## config.mk

```make
export PLATFORM = sky130hd
export DESIGN_NAME = mmio_uart_tx
export DESIGN_NICKNAME = d
export VERILOG_FILES = /design/src/rtl/mmio_uart_tx.sv
export SDC_FILE = /design/constraint.sdc
export NUM_CORES = 1
export LEC_CHECK = 0
export ABC_AREA = 1
export CORE_MARGIN = 5
export CORE_UTILIZATION = 30
export DETAILED_ROUTE_END_ITERATION = 6
export PLACE_DENSITY_LB_ADDON = 0.12
export REMOVE_ABC_BUFFERS = 1
export SYNTH_ARGS = -nofsm -noshare
export SYNTH_HDL_FRONTEND = slang
export SYNTH_SLANG_ARGS = --single-unit
```

## constraint.sdc

```tcl
create_clock -name clk -period 5.4 [get_ports clk]
set_input_delay 1.62 -clock clk [delete_from_list [all_inputs] [get_ports clk]]
set_output_delay 1.62 -clock clk [all_outputs]
set_load 0.05 [all_outputs]
```

## src/rtl/mmio_uart_tx.sv

```systemverilog
// Memory-mapped 8N1 UART transmitter: a 4-word register window on the CPU bus,
// a small TX FIFO, and a frame FSM serialising bytes LSB first at a programmable bit period.
module mmio_uart_tx #(
  parameter int DATA_W     = 32,
  parameter int BASE_ADDR  = 'hF0,
  parameter int FIFO_DEPTH = 4,
  parameter int DIV_RESET  = 16
) (
  input  logic              clk,
  input  logic              rst,
  input  logic [DATA_W-1:0] mem_addr,
  input  logic              mem_wr_en,
  input  logic [DATA_W-1:0] mem_wr_data,
  output logic [DATA_W-1:0] mem_rd_data,
  output logic              sel,
  output logic              tx
);

  localparam int PTR_W = $clog2(FIFO_DEPTH);
  localparam int CNT_W = PTR_W + 1;
  localparam logic [DATA_W-1:0] BASE_V = DATA_W'(BASE_ADDR);
  localparam logic [DATA_W-1:0] DIV_RST_V = DATA_W'(DIV_RESET);

  typedef enum logic [1:0] {
    S_IDLE,
    S_START,
    S_DATA,
    S_STOP
  } state_t;

  // A programmed period of 0 would never expire; clamp it to one cycle.
  function automatic logic [DATA_W-1:0] f_div_eff(input logic [DATA_W-1:0] d);
    return (d == '0) ? DATA_W'(1) : d;
  endfunction

  logic [1:0]        w_off;
  logic              w_wr;
  logic              w_push;
  logic              w_push_ok;
  logic              w_pop;
  logic              w_empty;
  logic              w_full;
  logic              w_busy;
  logic              w_bit_end;
  logic [7:0]        w_pop_data;

  state_t            r_state;
  logic              r_tx;
  logic              r_ovf;
  logic [DATA_W-1:0] r_div;
  logic [DATA_W-1:0] r_per;
  logic [DATA_W-1:0] r_cyc;
  logic [2:0]        r_bit;
  logic [7:0]        r_sh;
  logic [7:0]        r_mem [FIFO_DEPTH];
  logic [PTR_W-1:0]  r_wptr;
  logic [PTR_W-1:0]  r_rptr;
  logic [CNT_W-1:0]  r_count;

  assign sel        = (mem_addr[DATA_W-1:2] == BASE_V[DATA_W-1:2]);
  assign w_off      = mem_addr[1:0];
  assign w_wr       = mem_wr_en && sel;
  assign w_push     = w_wr && (w_off == 2'd0);
  assign w_empty    = (r_count == '0);
  assign w_full     = (r_count == CNT_W'(FIFO_DEPTH));
  // Acceptance looks only at the pre-edge count, so a same-edge pop does not make room.
  assign w_push_ok  = w_push && (r_count < CNT_W'(FIFO_DEPTH));
  assign w_busy     = (r_state != S_IDLE);
  assign w_bit_end  = (r_cyc == r_per - DATA_W'(1));
  assign w_pop      = !w_empty &&
                      ((r_state == S_IDLE) || ((r_state == S_STOP) && w_bit_end));
  assign w_pop_data = r_mem[r_rptr];
  assign tx         = r_tx;

  always_comb begin
    mem_rd_data = '0;
    if (sel) begin
      case (w_off)
        2'd1:    mem_rd_data[3:0] = {r_ovf, w_busy, w_empty, w_full};
        2'd2:    mem_rd_data = r_div;
        default: mem_rd_data = '0;
      endcase
    end
  end

  always_ff @(posedge clk) begin
    if (rst) begin
      r_div <= DIV_RST_V;
    end else if (w_wr && (w_off == 2'd2)) begin
      r_div <= mem_wr_data;
    end
  end

  always_ff @(posedge clk) begin
    if (rst) begin
      r_ovf <= 1'b0;
    end else if (w_push && !w_push_ok) begin
      r_ovf <= 1'b1;
    end else if (w_wr && (w_off == 2'd1) && mem_wr_data[3]) begin
      r_ovf <= 1'b0;
    end
  end

  always_ff @(posedge clk) begin
    if (w_push_ok) begin
      r_mem[r_wptr] <= mem_wr_data[7:0];
    end
  end

  always_ff @(posedge clk) begin
    if (rst) begin
      r_wptr  <= '0;
      r_rptr  <= '0;
      r_count <= '0;
    end else begin
      if (w_push_ok) begin
        r_wptr <= r_wptr + 1'b1;
      end
      if (w_pop) begin
        r_rptr <= r_rptr + 1'b1;
      end
      case ({w_push_ok, w_pop})
        2'b10:   r_count <= r_count + 1'b1;
        2'b01:   r_count <= r_count - 1'b1;
        default: r_count <= r_count;
      endcase
    end
  end

  // Frame FSM: each state holds tx for r_per cycles, tracked by r_cyc.
  always_ff @(posedge clk) begin
    if (rst) begin
      r_state <= S_IDLE;
      r_tx    <= 1'b1;
      r_cyc   <= '0;
      r_bit   <= '0;
    end else begin
      case (r_state)
        S_IDLE: begin
          r_tx <= 1'b1;
          if (w_pop) begin
            r_state <= S_START;
            r_tx    <= 1'b0;
            r_sh    <= w_pop_data;
            r_per   <= f_div_eff(r_div);
            r_cyc   <= '0;
          end
        end
        S_START: begin
          if (w_bit_end) begin
            r_state <= S_DATA;
            r_tx    <= r_sh[0];
            r_cyc   <= '0;
            r_bit   <= '0;
          end else begin
            r_cyc <= r_cyc + 1'b1;
          end
        end
        S_DATA: begin
          if (w_bit_end) begin
            r_cyc <= '0;
            if (r_bit == 3'd7) begin
              r_state <= S_STOP;
              r_tx    <= 1'b1;
            end else begin
              r_bit <= r_bit + 3'd1;
              r_tx  <= r_sh[1];
              r_sh  <= {1'b0, r_sh[7:1]};
            end
          end else begin
            r_cyc <= r_cyc + 1'b1;
          end
        end
        S_STOP: begin
          if (w_bit_end) begin
            r_cyc <= '0;
            if (w_pop) begin
              r_state <= S_START;
              r_tx    <= 1'b0;
              r_sh    <= w_pop_data;
              r_per   <= f_div_eff(r_div);
            end else begin
              r_state <= S_IDLE;
            end
          end else begin
            r_cyc <= r_cyc + 1'b1;
          end
        end
        default: begin
          r_state <= S_IDLE;
          r_tx    <= 1'b1;
        end
      endcase
    end
  end

endmodule
```

==> Word-level counts from Yosys, hierarchy flattened <==
Memory sizes are Yosys's and may differ from the RTL's. A register that Yosys moved wholly into a read port is not among the register bits.
Index checks and enable logic that the tools add are counted.
{ "totals": {"reg_bits": 118, "ram_bits": 32, "in_bits": 67, "output_inout_bits": 34, "elab_cells": 107, "n_memories": 1} }
{ "op_classes": {"add_sub_neg": 7, "order_cmp": 1, "n_eq_ne": 18, "n_mux": 40, "n_bitwise": 1, "reduce_logical": 28} }
{ "memory_table": {"columns": ["name", "words", "word_bits", "read_ports", "rd_ports_with_merged_regs", "write_ports", "line", "text"], "rows": [
  ["r_mem", 4, 8, 1, 1, 1, "55", "logic [7:0] r_mem [FIFO_DEPTH];"]
]} }
{ "op_table": {"columns": ["cell", "n"], "rows": [
  ["$mux W32", 6],
  ["$pmux W32 S2", 2],
  ["$add A32 B1 Y32 const B", 1],
  ["$eq A32 B32 Y1", 1],
  ["$logic_not A32 Y1", 1],
  ["$mux W8", 4],
  ["$sub A32 B1 Y32 const B", 1],
  ["$eq A30 B6 Y1 const B", 1],
  ["$mux W28", 1],
  ["$pmux W8 S3", 1],
  ["$mux W2", 7],
  ["$ne A2 B2 Y1 const B", 7],
  ["$pmux W3 S2", 2],
  ["$mux W1", 11],
  ["$reduce_and A5 Y1", 2],
  ["$reduce_bool A2 Y1", 5],
  ["$logic_and A1 B1 Y1", 9],
  ["$mux W3", 3],
  ["$eq A2 B2 Y1 const B", 4],
  ["$pmux W2 S4", 1],
  ["$pmux W4 S2", 1],
  ["$reduce_and A4 Y1", 2],
  ["$add A3 B1 Y3 const B", 2],
  ["$eq A2 B1 Y1 const B", 3],
  ["other kinds (13)", 17]
]} }

==> Longest topological paths before layout <==
{ "depth": {"ltp_word": 8, "depth_mapped": 24, "ltp_nobuf": 24} }

==> Worst setup path after synthesis <==
No wires, ideal clock.
{ "synth_timing": {"path_type": "input -> output", "start": "input mem_addr[29]", "end": "output mem_rd_data[1]", "arrival_time_ns": 3.893, "required_time_ns": 3.780, "path_slack_ns": -0.113, "cell_stages": 7, "path_buffers": 1, "cell_sequence": "or4_1 nor3_1 nand2_1 clkbuf_1 inv_1 nand2_1 a21oi_1"} }
{ "synth_via": {"elab_chain_len": 2} }
{ "synth_lines": {"columns": ["item", "line", "text"], "rows": [
  ["start: declaration", "11", "input logic [DATA_W-1:0] mem_addr,"],
  ["$eq A30 B6 Y1", "60", "assign sel = (mem_addr[DATA_W-1:2] == BASE_V[DATA_W-1:2]);"],
  ["named net sel", "15", "output logic sel,"],
  ["$mux W32", "77", "if (sel) begin"],
  ["end: declaration", "14", "output logic [DATA_W-1:0] mem_rd_data,"]
]} }
The timed path passes the listed nets, and every way through them passes these cells.

==> Final worst setup path <==
{ "layout_timing": {"start": "input mem_addr[29]", "end": "output mem_rd_data[15]"} }
{ "layout_via": {"elab_chain_len": 2} }
{ "layout_lines": {"columns": ["item", "line"], "rows": [
  ["$eq A30 B6 Y1", "60"],
  ["$mux W32", "77"]
]} }
No other way between the ends.

==> summary.txt <==
Layout
  – Commonest non-fill, non-tap cell in the layout: nand2_1
  – Layout Nets: 1319
  – Fill cells: 3030
  – # diodes: 0
  – Final core occ: 38.37%
  – Finished Layout Cells: 1630
  – Layout cells sized above 1: 10.67%
  – Commonest cells after routing, fill and taps aside: 240 x nand2_1, 166 x nor2_1, 148 x inv_1
  – Layout area overhead: 25.80%

Setup path
  – CP top delay family: simple AND/OR/NAND/NOR gates
  – Path depth of the worst reg2reg path: 21
  – End of the critical path: mem_rd_data[15]
  – Crit Path Class: in2out
  – Worst setup startpoint: mem_addr[29]
  – Cell count along the critical path: 7
  – Reg2reg start: r_per[0]$_SDFFCE_PN1P_
  – Most frequent CP cell: nor3_1
  – Worst path slowest cell: or4_1
  – Sequence of cells on the critical path: clkdlybuf4s50_1 -> or4_1 -> nor3_1 -> nand2_1 -> buf_4 -> nor3_1 -> buf_12
  – Bufs and invs on worst path: 3
  – Worst R2R Setup Slack: 1.54 ns
  – Crit-path max FO: 19
  – CP Launch Type: primary input
  – Worst R2R End: r_count[2]$_SDFFE_PP0P_
  – Worst Setup End Kind: output port
  – CP arrival: 3.67 ns
  – CP max stage delay: 0.55 ns
  – Worst EP required: 3.78 ns

Timing
  – Setup slack after layout: 0.1057 ns
  – Final Hold Fails: 0
  – Slew margin rel.: 44.01%
  – Hold WS: 0.4662 ns
  – Period utilization: 98.04%
  – Worst Tran Pin Value: 0.8390 ns
  – RSZ-0062 raised after global routing: yes
  – Final worst clock skew: 0.01237 ns
  – # setup viols final: 0
  – Max-slew violation count: 0
  – Min Tclk post-route: 5.294 ns
  – Max Fclk: 0.1889 GHz

Global routing
  – First-pass GRT wire length: 39560 µm
  – Vias in the first global route: 7418
  – Global Route Usage Sum: 14.92%
  – Largest net degree at the start of global routing: 60
  – Total global routing overflow: 0
  – Initial antenna violation count: 0

Floorplanning
  – Die Y: 181.3 µm
  – Core box area: 0.02886 mm²
  – Initial Utilization: 30.50%
  – Num rows: 62
  – Die area: 0.03287 mm²
  – Die Wd: 181.3 µm
  – Io pins: 101

CTS
  – Clock slew at reported path FFs: 0.07 ns
  – CTS buffer count: 17
  – Clock tree from TritonCTS: done
  – Root Driver: clkbuf_16
  – H-tree depth: 4
  – Worst-Skew Late Latency: 0.44 ns
  – Clk buf depth: 2
  – CTS sink cnt: 152
  – CTS Hold Bufs: 0

Synthesis
  – Most used DFF post-synth: dfxtp_1
  – Synthesized instance count: 1170
  – Synthesis warning total: 0
  – Post-synthesis compound-gate area fraction: 10.95%
  – Async SR Flop Fraction: 0%
  – Adder-cell share of the synthesized area: 2.786%
  – Syn Std Cell Area: 0.008802 mm²
  – Combinational family with the most area after synthesis: simple AND/OR/NAND/NOR gates
  – Multiplexer area fraction after synthesis: 0%
  – Synth cell types: 50
  – Post-synth EDFFs: 72
  – Post-synthesis sequential area ratio: 42.76%
  – Yosys reg bits: 152
  – Synth Area in XOR/XNOR: 5.075%
  – Post-Syn Area per Cell: 7.523 µm²
  – Synth Area in Simple Gates: 28.66%

Status
  – Status: completed

Power and ir drop
  – Clock share of power: 36.5%
  – Pwr dens: 301.1 mW/mm²
  – Total Power: 3.335 mW
  – Combinational Power Share: 22.6%
  – Switching share of power: 35.00%
  – Switch Pwr: 1.167 mW
  – Peak VDD IR: 211.0 µV
  – P_leak: 4.166 nW
  – Internal cell power: 2.168 mW
  – Register share of total power: 40.9%

Hold path
  – Worst Hold Class: reg2reg

Detailed routing
  – Residual DRC: 0
  – Total Wirelength: 23770 µm
  – Vias: 7414
  – First DRT Iteration DRCs: 363
  – Vias per inst: 4.548
  – Drt wl/cell: 14.59 µm
  – TritonRoute pass-1 iters: 5
  – Final ANT Viol Nets: 0

Placed design
  – Post-DP HPWL: 18400 µm
  – RD Place Congestion: 0.8747
  – Post-Place Setup Slack: 0.04759 ns
  – Inst Count DP: 1598
  – PortBufs: 100

Run
  – MaxCap Viol Count: 0
## worst min path at each step
stage                                          to  cells past startpoint                   start  slack (ns)
after floorplan           r_per[14]$_SDFFCE_PN0P_                      0  r_div[14]$_SDFFE_PP0P_        0.43
after detailed placement   r_per[9]$_SDFFCE_PN0P_                      0   r_div[9]$_SDFFE_PP0P_        0.45
after global routing      r_per[24]$_SDFFCE_PN0P_                      0  r_div[24]$_SDFFE_PP0P_        0.49
after global placement    r_per[24]$_SDFFCE_PN0P_                      0  r_div[24]$_SDFFE_PP0P_        0.44
after CTS                      r_ovf$_SDFFE_PP0P_                      2      r_ovf$_SDFFE_PP0P_        0.47
final                     r_per[24]$_SDFFCE_PN0P_                      0  r_div[24]$_SDFFE_PP0P_        0.47
## cell usage after synthesis (3+ instances only)
| library cell | count | area, µm² |
|---|---|---|
| nor3_2 | 3 | 30.03 |
| o21ai_1 | 10 | 50.05 |
| nor4_1 | 17 | 106.4 |
| nor2_2 | 12 | 75.07 |
| nand3_1 | 39 | 195.2 |
| nor3_1 | 36 | 180.2 |
| ha_1 | 18 | 225.2 |
| or2_2 | 4 | 25.02 |
| nand2_4 | 4 | 45.04 |
| inv_2 | 8 | 30.03 |
| o21ai_0 | 31 | 155.2 |
| o32ai_1 | 8 | 70.07 |
| edfxtp_1 | 72 | 2162 |
| nand4_1 | 22 | 137.6 |
| dfxtp_1 | 80 | 1602 |
| a21oi_1 | 46 | 230.2 |
| nand2_2 | 6 | 37.54 |
| inv_1 | 148 | 555.5 |
| nor2_1 | 168 | 630.6 |
| xnor2_1 | 13 | 113.9 |
| nand2_1 | 241 | 904.6 |
| o211ai_1 | 3 | 22.52 |
| o22ai_1 | 10 | 62.56 |
| clkbuf_1 | 63 | 236.5 |
| xor2_1 | 38 | 332.8 |
| a211oi_2 | 4 | 50.05 |
| a211oi_1 | 33 | 247.7 |
| nand3b_1 | 4 | 30.03 |
| nor2_4 | 3 | 33.78 |
## stage by stage
step | TNS (ns) | area [µm²]
after floorplan | -4.004 | 8534
after global placement | 0 | 10440
after detailed placement | 0 | 10440
after CTS | 0 | 11060
after global routing | -0.3062 | 11070
final | 0 | 11070
## routing by layer
metal	global-route usage [%]	up-vias	part of all wire, %
met2	22.42	130	43
met5	0	-	0
met3	4.243	21	4.7
li1	-	3940	-
met1	21.11	3323	51
met4	3.903	0	1.3
## cells by family after synthesis
family                     count (synthesis)
buffers and inverters                    226
AOI/OAI and AO/OA                        154
and+or+nand+nor                          568
adders and majority gates                 19
xor gates and xnor gates                  51
DFF                                      152
## timing repair
action                     in CTS  in global routing
gates resized for setup         0                  4
setup endpoints to repair       0                 18
buffers inserted                0                  0
## power groups by stage
stage | Clock, mW | Combinational (mW) | Sequential (mW)
finish | 1.22 | 0.754 | 1.36
global route | 1.31 | 0.859 | 1.37
CTS | 1.25 | 0.771 | 1.36
detailed placement | 0 | 0.767 | 1.39
global placement | 0 | 0.770 | 1.39
floorplan | 0 | 0.494 | 1.38
## flip-flops by register name, indices dropped and copies added, names as in the netlist, 3 cells and up, named ones only
name / flops
r_mem: 32
r_count: 3
r_div: 32
r_bit: 3
r_cyc: 32
r_sh: 8
r_per: 32
## layout make-up
| class | instances | area, µm² | area share [%] |
|---|---|---|---|
| timing repair buffer | 112 | 1416 | 12.79 |
| tap | 384 | 480.5 | 4.339 |
| clock buffer | 17 | 425.4 | 3.842 |
| multi-input combinational | 792 | 4200 | 37.93 |
| clock inverter | 15 | 193.9 | 1.751 |
| sequential | 152 | 3764 | 33.99 |
| inverter | 158 | 593.1 | 5.356 |
(Power assumes the default switching activity.)
